## src/rtl/if_fetch_unit.sv

```systemverilog
// Instruction-fetch front end: PC sequencing, req/ack instruction-memory fetch,
// single-entry instruction buffer and wrong-path response discard after redirects.
module if_fetch_unit #(
    parameter logic [31:0] RESET_PC = 32'h0000_0000,
    parameter logic [31:0] NOP_WORD = 32'h0000_0000
) (
    input  logic        CLK,
    input  logic        RESET,
    input  logic        PCWrite,
    input  logic        Branch,
    input  logic [31:0] BTB_Addr,
    input  logic [1:0]  Jump,
    input  logic [31:0] Jump_Addr,
    input  logic [31:0] JR_Addr,
    output logic        IMEM_Req,
    output logic [31:0] IMEM_Addr,
    input  logic        IMEM_Ack,
    input  logic [31:0] IMEM_Data,
    output logic [31:0] IF_Instruction,
    output logic [31:0] IF_PC_4,
    output logic        IF_Valid
);

    typedef enum logic [1:0] {S_REQ, S_FULL, S_DROP} state_t;

    state_t      r_state;
    logic [31:0] r_pc;
    logic [31:0] r_drop_addr;
    logic [31:0] r_buf;
    logic [31:0] r_buf_pc4;
    logic        r_buf_v;

    state_t      w_state_nxt;
    logic [31:0] w_pc_nxt;
    logic [31:0] w_drop_nxt;
    logic [31:0] w_buf_nxt;
    logic [31:0] w_buf_pc4_nxt;
    logic        w_buf_v_nxt;
    logic        w_req;
    logic        w_addr_drop;
    logic        w_redirect;
    logic [31:0] w_target;
    logic [31:0] w_pc_plus4;

    assign w_redirect = PCWrite & (Branch | (Jump != 2'b00));
    // Branch wins over any jump; jump code 11 falls through to the j/jal target.
    assign w_target   = (Branch ? BTB_Addr : ((Jump == 2'b10) ? JR_Addr : Jump_Addr))
                        & 32'hFFFF_FFFC;
    assign w_pc_plus4 = r_pc + 32'd4;

    always_comb begin
        w_state_nxt   = r_state;
        w_pc_nxt      = r_pc;
        w_drop_nxt    = r_drop_addr;
        w_buf_nxt     = r_buf;
        w_buf_pc4_nxt = r_buf_pc4;
        w_buf_v_nxt   = r_buf_v;
        w_req         = 1'b0;
        w_addr_drop   = 1'b0;
        case (r_state)
            S_REQ: begin
                w_req = 1'b1;
                if (w_redirect) begin
                    w_pc_nxt = w_target;
                    if (!IMEM_Ack) begin
                        w_drop_nxt  = r_pc;
                        w_state_nxt = S_DROP;
                    end
                end else if (IMEM_Ack) begin
                    w_buf_nxt     = IMEM_Data;
                    w_buf_pc4_nxt = w_pc_plus4;
                    w_buf_v_nxt   = 1'b1;
                    w_pc_nxt      = w_pc_plus4;
                    w_state_nxt   = S_FULL;
                end
            end
            S_FULL: begin
                if (w_redirect) begin
                    w_buf_v_nxt = 1'b0;
                    w_pc_nxt    = w_target;
                    w_state_nxt = S_REQ;
                end else if (PCWrite) begin
                    // Buffer is being consumed; refill it in the same cycle if memory allows.
                    w_req = 1'b1;
                    if (IMEM_Ack) begin
                        w_buf_nxt     = IMEM_Data;
                        w_buf_pc4_nxt = w_pc_plus4;
                        w_pc_nxt      = w_pc_plus4;
                    end else begin
                        w_buf_v_nxt = 1'b0;
                        w_state_nxt = S_REQ;
                    end
                end
            end
            S_DROP: begin
                w_req       = 1'b1;
                w_addr_drop = 1'b1;
                if (w_redirect) begin
                    w_pc_nxt = w_target;
                end
                if (IMEM_Ack) begin
                    w_state_nxt = S_REQ;
                end
            end
            default: begin
                w_state_nxt = S_REQ;
            end
        endcase
    end

    always_ff @(posedge CLK) begin
        if (RESET) begin
            r_state     <= S_REQ;
            r_pc        <= RESET_PC;
            r_drop_addr <= 32'h0;
            r_buf       <= 32'h0;
            r_buf_pc4   <= 32'h0;
            r_buf_v     <= 1'b0;
        end else begin
            r_state     <= w_state_nxt;
            r_pc        <= w_pc_nxt;
            r_drop_addr <= w_drop_nxt;
            r_buf       <= w_buf_nxt;
            r_buf_pc4   <= w_buf_pc4_nxt;
            r_buf_v     <= w_buf_v_nxt;
        end
    end

    assign IMEM_Req       = w_req & ~RESET;
    assign IMEM_Addr      = IMEM_Req ? ((w_addr_drop ? r_drop_addr : r_pc) & 32'hFFFF_FFFC)
                                     : 32'h0;
    assign IF_Instruction = r_buf_v ? r_buf : NOP_WORD;
    assign IF_PC_4        = r_buf_pc4;
    assign IF_Valid       = r_buf_v;

endmodule

```

## config.mk

```make
export PLATFORM = sky130hd
export DESIGN_NAME = if_fetch_unit
export DESIGN_NICKNAME = d
export VERILOG_FILES = /design/src/rtl/if_fetch_unit.sv
export SDC_FILE = /design/constraint.sdc
export NUM_CORES = 1
export LEC_CHECK = 0
export CAP_MARGIN = 20
export CORE_MARGIN = 3
export CORE_UTILIZATION = 43
export CTS_BUF_LIST = sky130_fd_sc_hd__clkbuf_4
export DETAILED_ROUTE_END_ITERATION = 16
export GPL_TIMING_DRIVEN = 0
export PLACE_DENSITY_LB_ADDON = 0.3
export SLEW_MARGIN = 20
export SYNTH_ARGS = -nofsm -noshare
export SYNTH_HDL_FRONTEND = slang
export SYNTH_SLANG_ARGS = --single-unit
```

## constraint.sdc

```tcl
create_clock -name CLK -period 2.1 [get_ports CLK]
set_input_delay 0.42 -clock CLK [delete_from_list [all_inputs] [get_ports CLK]]
set_output_delay 0.42 -clock CLK [all_outputs]
set_load 0.01 [all_outputs]
```

==> reports/qor.csv, run 1 <==
stage,metric,value,unit
outcome,status,"complete, but fails checks",
outcome,failing checks,negative setup slack,
timing,Max-slew headroom,0.5376,
power_and_ir_drop,clock power share,0.281,
power_and_ir_drop,Psw,1937,µW
global_routing,vias in the first global route,7510,
critical_path,critical-path cell list,nand2b_4 > o41ai_4 > nand2_2 > buf_6 > clkbuf_16 > a21oi_4 > buf_2,
clock_network,CTS sink count,125,
critical_path,crit-path max FO,5,
timing,final worst slack,-434.3,ps
global_routing,remaining global-route overflow,0,
route,Initial DRC Count,879,
cells_and_area,"commonest non-fill, non-tap cell in the layout",nand2_1,
critical_path,CP Class,flip-flop to output port,
critical_path,Worst path slowest cell,dfxtp_4,
power_and_ir_drop,Power Density,572.6,nW/µm²
floorplan,die area,17500,µm²
critical_path,CP max stage delay,360,ps
global_routing,initial antenna violation count,1,
timing,crit share post-route,1.207,
timing,clk_skew,21.11,ps
placement,DP Worst Slack,-1195,ps
placement,number of port buffers,222,
power_and_ir_drop,Comb power frac,0.269,
clock_network,cts bufs inserted,17,
route,drc violations,0,
route,post-DR wirelength/cell,18.71,µm
timing,Final setup viols,34,
critical_path,critical path required time,1680,ps
global_routing,global-route wire length before repair,40870,µm
cells_and_area,most frequent cells in the layout,"nand2_1 (231), clkdlybuf4s50_1 (154), dfxtp_1 (107)",
clock_network,CTS HTree Levels,4,
global_routing,largest net degree at the start of global routing,17,
floorplan,core area,15430,µm²
power_and_ir_drop,switching share of power,0.3271,
timing,Max Freq,394.6,MHz
timing,Final min period,2534,ps
placement,detailed placement HPWL,19390,µm
synthesis,sequential fraction of the synthesis area,0.3648,
synthesis,Synth Flop Type,dfxtp_1,
timing,worst-margin pin slew,693.6,ps
synthesis,count of different cell masters after synthesis,62,
clock_network,Skew-Pair Late Insertion Delay,590,ps
placement,routability cong.,0.9855,
critical_path,startpoint type of the worst setup path,flip-flop,
flow_run,max-cap viol count,0,
placement,"Cell Area, Placed",9394,µm²
floorplan,Die Y,132.3,µm
route,drt pass-1 iters,8,
synthesis,"FF+latch count, synth",125,
floorplan,Rows,45,
cells_and_area,post-layout util,0.6704,
route,post-route ant nets,0,
timing,RSZ-0062 raised after global routing,true,
clock_network,Max clock buf depth,2,
cells_and_area,share of cells above drive strength 1,0.1934,
timing,setup_tns,-11600,ps
timing,Final Hold Viols,0,
route,Routed WL,27090,µm
synthesis,synthesized instance count,945,
floorplan,Initial Utilization,0.4446,
critical_path,crit end category,output port,
clock_network,hold_buf cts,0,
synthesis,"FFs w/ async S/R, synth",0,
synthesis,post-synthesis area per instance,7.258,µm²
cells_and_area,synthesis-to-finish area growth,50.78,%
synthesis,"EDFF count, synth",0,
floorplan,chip width,132.3,µm
critical_path,crit-path leading delay family,buffers and inverters,
clock_network,clk slew on worst S/H paths,120,ps
route,Vias,8107,
min_path,Hold WC Path Type,input port to flip-flop,
clock_network,CTS tree,built,
floorplan,I/O pins,233,
power_and_ir_drop,Pint,3985,µW
global_routing,total track usage,0.2940,
cells_and_area,# nets final,1359,
power_and_ir_drop,Overall Power,5922,µW
synthesis,yosys warns,0,
synthesis,Post-Syn Area,6859,µm²
power_and_ir_drop,LEAKAGE,0.004055,µW
route,Vias/cell,5.599,
clock_network,clk root buf,clkbuf_4,
power_and_ir_drop,sequential share of power,0.449,
critical_path,WP data arrival,2110,ps
timing,fin. max-slew vios,0,
cells_and_area,fin area,10340,µm²
critical_path,Buf/Inv on CP,3,
power_and_ir_drop,Peak supply drop,0.3258,mV
[path summary, 6_finish.rpt]
path	start	to	slack [ps]	depth (start not counted)
worst min-delay path	IMEM_Data[25]	r_buf[25]$_SDFFE_PP0P_	370	3
worst max-delay path	r_state[1]$_SDFFE_PP0P_	IMEM_Addr[11]	-430	7
worst max register to register	r_pc[2]$_SDFFE_PP0P_	IF_PC_4[30]$_SDFFE_PP0P_	-120	8
worst min register to register	r_buf[22]$_SDFFE_PP0P_	r_buf[22]$_SDFFE_PP0P_	460	2
[power by group through the flow]
stage	clock [µW]	sequential [µW]	combinational, µW
floorplan	0	2680	716
global placement	0	2700	1380
detailed placement	0	2710	1400
CTS	1660	2650	1520
global route	1780	2680	1700
finish	1670	2660	1590
[per-layer routing]
layer,track usage,vias up,share of wire
li1,-,3802,-
met2,0.4641,523,0.46
met3,0.08206,82,0.12
met1,0.3869,3698,0.39
met5,0,-,0.00078
met4,0.1051,2,0.033
[cell families (layout without fill, tap and decap cells)]
family / count (synthesis) / after routing / synth area share
and+or+nand+nor: 407 / 407 / 0.2692
AOI/OAI and AO/OA: 237 / 237 / 0.2096
DFF: 125 / 125 / 0.3648
buffers and inverters: 112 / 400 / 0.06768
muxes: 36 / 36 / 0.05308
xor gates and xnor gates: 26 / 26 / 0.03320
adders and majority gates: 1 / 1 / 0.001824
other: 1 / 5 / 0.0005467
[final cells by class]
type | instances | area [µm²]
Buffer | 85 | 513.0
Inverter | 21 | 78.83
Clock inverter | 13 | 122.6
Fill cell | 1360 | 5085
Timing Repair Buffer | 262 | 2385
Multi-Input combinational cell | 711 | 4284
Clock buffer | 19 | 142.6
Tap cell | 211 | 264.0
Sequential cell | 125 | 2550
Antenna cell | 1 | 2.502
[Yosys cell counts, drive strengths merged (11+ instances only)]
master,n,area [µm²]
nor3,16,80.08
o32ai,17,148.9
nand3,11,60.06
xnor2,23,201.4
nor2,56,210.2
o21ai,24,120.1
and2,33,206.5
dfxtp,125,2502
a21oi,129,645.6
nor4,14,106.4
buf,24,127.6
a211oi,33,252.7
inv,21,78.83
nand2,233,874.6
mux2i,33,330.3
clkbuf,67,257.8
[worst register-to-register path, cell delays in order, from the launching register on]
cell and delay [ps]:
dfxtp_4 380, buf_12 100, ha_4 130, nand3_4 60, or2_0 190, buf_4 160, or4_4 530, or3_1 330
a311oi_1 260
[state kept, by name, summed over array words and instances (netlist names)]
signal       count
r_drop_addr     30
r_state          2
IF_Valid         1
r_buf           32
r_pc            30
IF_PC_4         30
[stage by stage]
step	cells	hold WS, ps
2_1_floorplan	948	431.7
3_3_place_gp	1381	437.4
3_5_place_dp	1381	441.9
4_1_cts	1438	352.1
5_1_grt	1448	355.1
6_report	1448	366.0
[what timing repair did]
| item | CTS | global route |
|---|---|---|
| pin swaps | 8 | 9 |
| cloned | 1 | 0 |
| gates resized for setup | 293 | 59 |
| endpoints found under the setup margin | 184 | 132 |
| buffers inserted | 26 | 13 |
No activity file was read; power rests on OpenSTA's default activity.
==> run 2, diff against run 1 <==
--- a/config.mk
+++ b/config.mk
@@ -6,7 +6,7 @@
 export NUM_CORES = 1
 export LEC_CHECK = 0
 export CAP_MARGIN = 20
-export CORE_MARGIN = 3
+export CORE_MARGIN = 10
 export CORE_UTILIZATION = 43
 export CTS_BUF_LIST = sky130_fd_sc_hd__clkbuf_4
 export DETAILED_ROUTE_END_ITERATION = 16
==> run 2 against run 1 <==
  * The flow still finishes with violations (negative setup slack)
  * Power decreased by 1.8%
  * Count of clock-buffer cells in the layout unchanged
  * Largest power group unchanged
  * Register-to-register slack gained 70 ps
  * Sequential power barely moved
  * Utilization down 1.0 points
  * Cell area is 0.65% higher
==> reports/qor.csv, run 2 (synthesized netlist as in run 1, its figures left out) <==
stage,metric,value,unit,change
route,drc violations,0,,unchanged
critical_path,WP data arrival,2110,ps,about the same
cells_and_area,Top reg by flops,r_buf,,
clock_network,cts bufs inserted,17,,unchanged
route,WL met2,12790,µm,+3.2%
global_routing,global-route wire length before repair,42440,µm,+3.8%
critical_path,startpoint type of the worst setup path,flip-flop,,
placement,detailed placement HPWL,20240,µm,+4.4%
route,Initial DRC Count,886,,+0.80%
power_and_ir_drop,Comb power frac,0.273,,+0.004
clock_network,Skew-Pair Late Insertion Delay,580,ps,about the same
timing,Max-slew headroom,0.5510,,+0.01341
route,Max Used Layer,met4,,
power_and_ir_drop,Overall Power,5812,µW,-1.8%
timing,Hold WS,372.0,ps,+5.955 ps
placement,DP Worst Slack,-1243,ps,-48.03 ps
cells_and_area,Sequential cell area,2549,µm²,about the same
cells_and_area,fill count,1419,,+4.3%
cells_and_area,share of cells above drive strength 1,0.1982,,+0.004854
timing,clk_skew,23.03,ps,+1.920 ps
global_routing,largest net degree at the start of global routing,17,,unchanged
critical_path,crit end category,output port,,
clock_network,Max clock buf depth,2,,unchanged
critical_path,critical path required time,1680,ps,about the same
global_routing,total track usage,0.2454,,-0.04864
floorplan,I/O pins,233,,unchanged
clock_network,clk root buf,clkbuf_4,,
critical_path,crit-path max FO,5,,unchanged
cells_and_area,synthesis-to-finish area growth,51.77,%,
clock_network,CTS sink count,125,,unchanged
cells_and_area,most frequent cells in the layout,"nand2_1 (230), clkdlybuf4s50_1 (154), dfxtp_1 (106)",,
power_and_ir_drop,switching share of power,0.3349,,+0.007739
global_routing,vias in the first global route,7829,,+4.2%
global_routing,remaining global-route overflow,0,,unchanged
placement,routability cong.,0.9738,,-1.2%
power_and_ir_drop,clock power share,0.269,,-0.012
floorplan,die area,21400,µm²,+22%
clock_network,CTS HTree Levels,4,,unchanged
cells_and_area,"commonest non-fill, non-tap cell in the layout",nand2_1,,
outcome,status,"complete, but fails checks",,
timing,fin. max-slew vios,0,,unchanged
timing,crit share post-route,1.203,,-0.003871
route,drt pass-1 iters,6,,-2
cells_and_area,area of the multi-input gates,4302,µm²,+0.41%
cells_and_area,post-layout util,0.6601,,-0.01029
floorplan,Rows,46,,+2.2%
floorplan,Initial Utilization,0.4349,,-0.009665
clock_network,clk slew on worst S/H paths,120,ps,about the same
power_and_ir_drop,sequential share of power,0.458,,+0.009
timing,worst-margin pin slew,673.5,ps,-20.12 ps
timing,RSZ-0062 raised after global routing,true,,
cells_and_area,Largest register FFs,32,,unchanged
route,Vias/cell,5.523,,-1.4%
route,Routed WL,27900,µm,+3.0%
timing,Final setup viols,38,,+12%
placement,"Cell Area, Placed",9400,µm²,about the same
timing,final worst slack,-426.1,ps,+8.130 ps
route,post-DR wirelength/cell,19.20,µm,+2.7%
floorplan,core area,15770,µm²,+2.2%
power_and_ir_drop,Pint,3866,µW,-3.0%
floorplan,Die Y,146.3,µm,+11%
placement,number of port buffers,222,,unchanged
clock_network,CTS tree,built,,
timing,Final Hold Viols,0,,unchanged
timing,Final min period,2526,ps,-8.130 ps
critical_path,CP Class,flip-flop to output port,,
floorplan,chip width,146.3,µm,+11%
timing,Max Freq,395.9,MHz,+0.32%
route,Metal-1 WL,11170,µm,+5.4%
power_and_ir_drop,LEAKAGE,0.004067,µW,+0.31%
cells_and_area,fin area,10410,µm²,+0.65%
route,wire length on met3,2726,µm,-14%
power_and_ir_drop,Psw,1946,µW,+0.47%
power_and_ir_drop,Power Density,558.3,nW/µm²,-2.5%
min_path,Hold WC Path Type,input port to flip-flop,,
flow_run,max-cap viol count,0,,unchanged
cells_and_area,# nets final,1360,,+0.074%
outcome,failing checks,negative setup slack,,
route,Vias,8025,,-1.0%
global_routing,initial antenna violation count,1,,unchanged
clock_network,hold_buf cts,0,,unchanged
power_and_ir_drop,Peak supply drop,0.3055,mV,-6.2%
route,post-route ant nets,0,,unchanged
## run 2: cell count changes in the layout (fill, tap and decap cells not counted), moves of 3 or more
cell / change
clkinv_4: +4
clkbuf_8: -3
dlygate4sd2_1: +12
clkbuf_1: -4
buf_6: +6
buf_2: -5
clkdlybuf4s15_1: -3
clkbuf_2: -3
## run 2: path summary, 6_finish.rpt
| check | startpoint | end | slack [ps] | cells past startpoint |
|---|---|---|---|---|
| min reg2reg | r_buf[30]$_SDFFE_PP0P_ | r_buf[30]$_SDFFE_PP0P_ | 460 | 2 |
| max reg2reg | r_pc[12]$_SDFFE_PP0P_ | r_pc[27]$_SDFFE_PP0P_ | -50 | 5 |
| max | r_state[1]$_SDFFE_PP0P_ | IMEM_Addr[12] | -430 | 7 |
| min | IMEM_Data[5] | r_buf[5]$_SDFFE_PP0P_ | 370 | 3 |
## run 2: critical path: stages (launching register included)
cell and delay [ps]:
dfxtp_4 370, nand2b_4 140, o41ai_4 250, nand2_2 150, buf_6 170, clkbuf_16 160
a21oi_2 120, buf_2 160
## run 2: repair_timing
item / in CTS / in global routing
endpoints found under the setup margin: 186 / 108
gates cloned: 1 / 2
pin swaps: 17 / 7
gates resized for setup: 273 / 83
setup buffers: 26 / 14
## run 2: power groups by stage
stage	clock network, µW	registers [µW]	logic (µW)
floorplan	0	2680	716
finish	1560	2660	1590
global placement	0	2700	1390
global route	1670	2680	1710
detailed placement	0	2700	1410
CTS	1570	2650	1490
## run 2: through the flow
stage / setup TNS (ps) / std cells
2_1_floorplan: -19.71 / 948
3_3_place_gp: -143340 / 1386
3_5_place_dp: -146530 / 1386
4_1_cts: -10220 / 1440
5_1_grt: -12900 / 1453
6_report: -10280 / 1453
## run 2: per-layer routing
metal  up-vias  GRT usage
met5         -          0
met4         0     0.1076
met3       102    0.07015
met2       468     0.3999
met1      3647     0.2946
li1       3808          -
## run 2: area by class of cell
type / instances / area share
repair buffers: 264 / 0.2361
multi-input cells: 711 / 0.4132
clock inverters: 12 / 0.009495
inverters: 21 / 0.008053
clock buffers: 19 / 0.01370
plain buffers: 84 / 0.04844
flip-flops and latches: 125 / 0.2448
well taps: 216 / 0.02596
diodes: 1 / 0.0002404
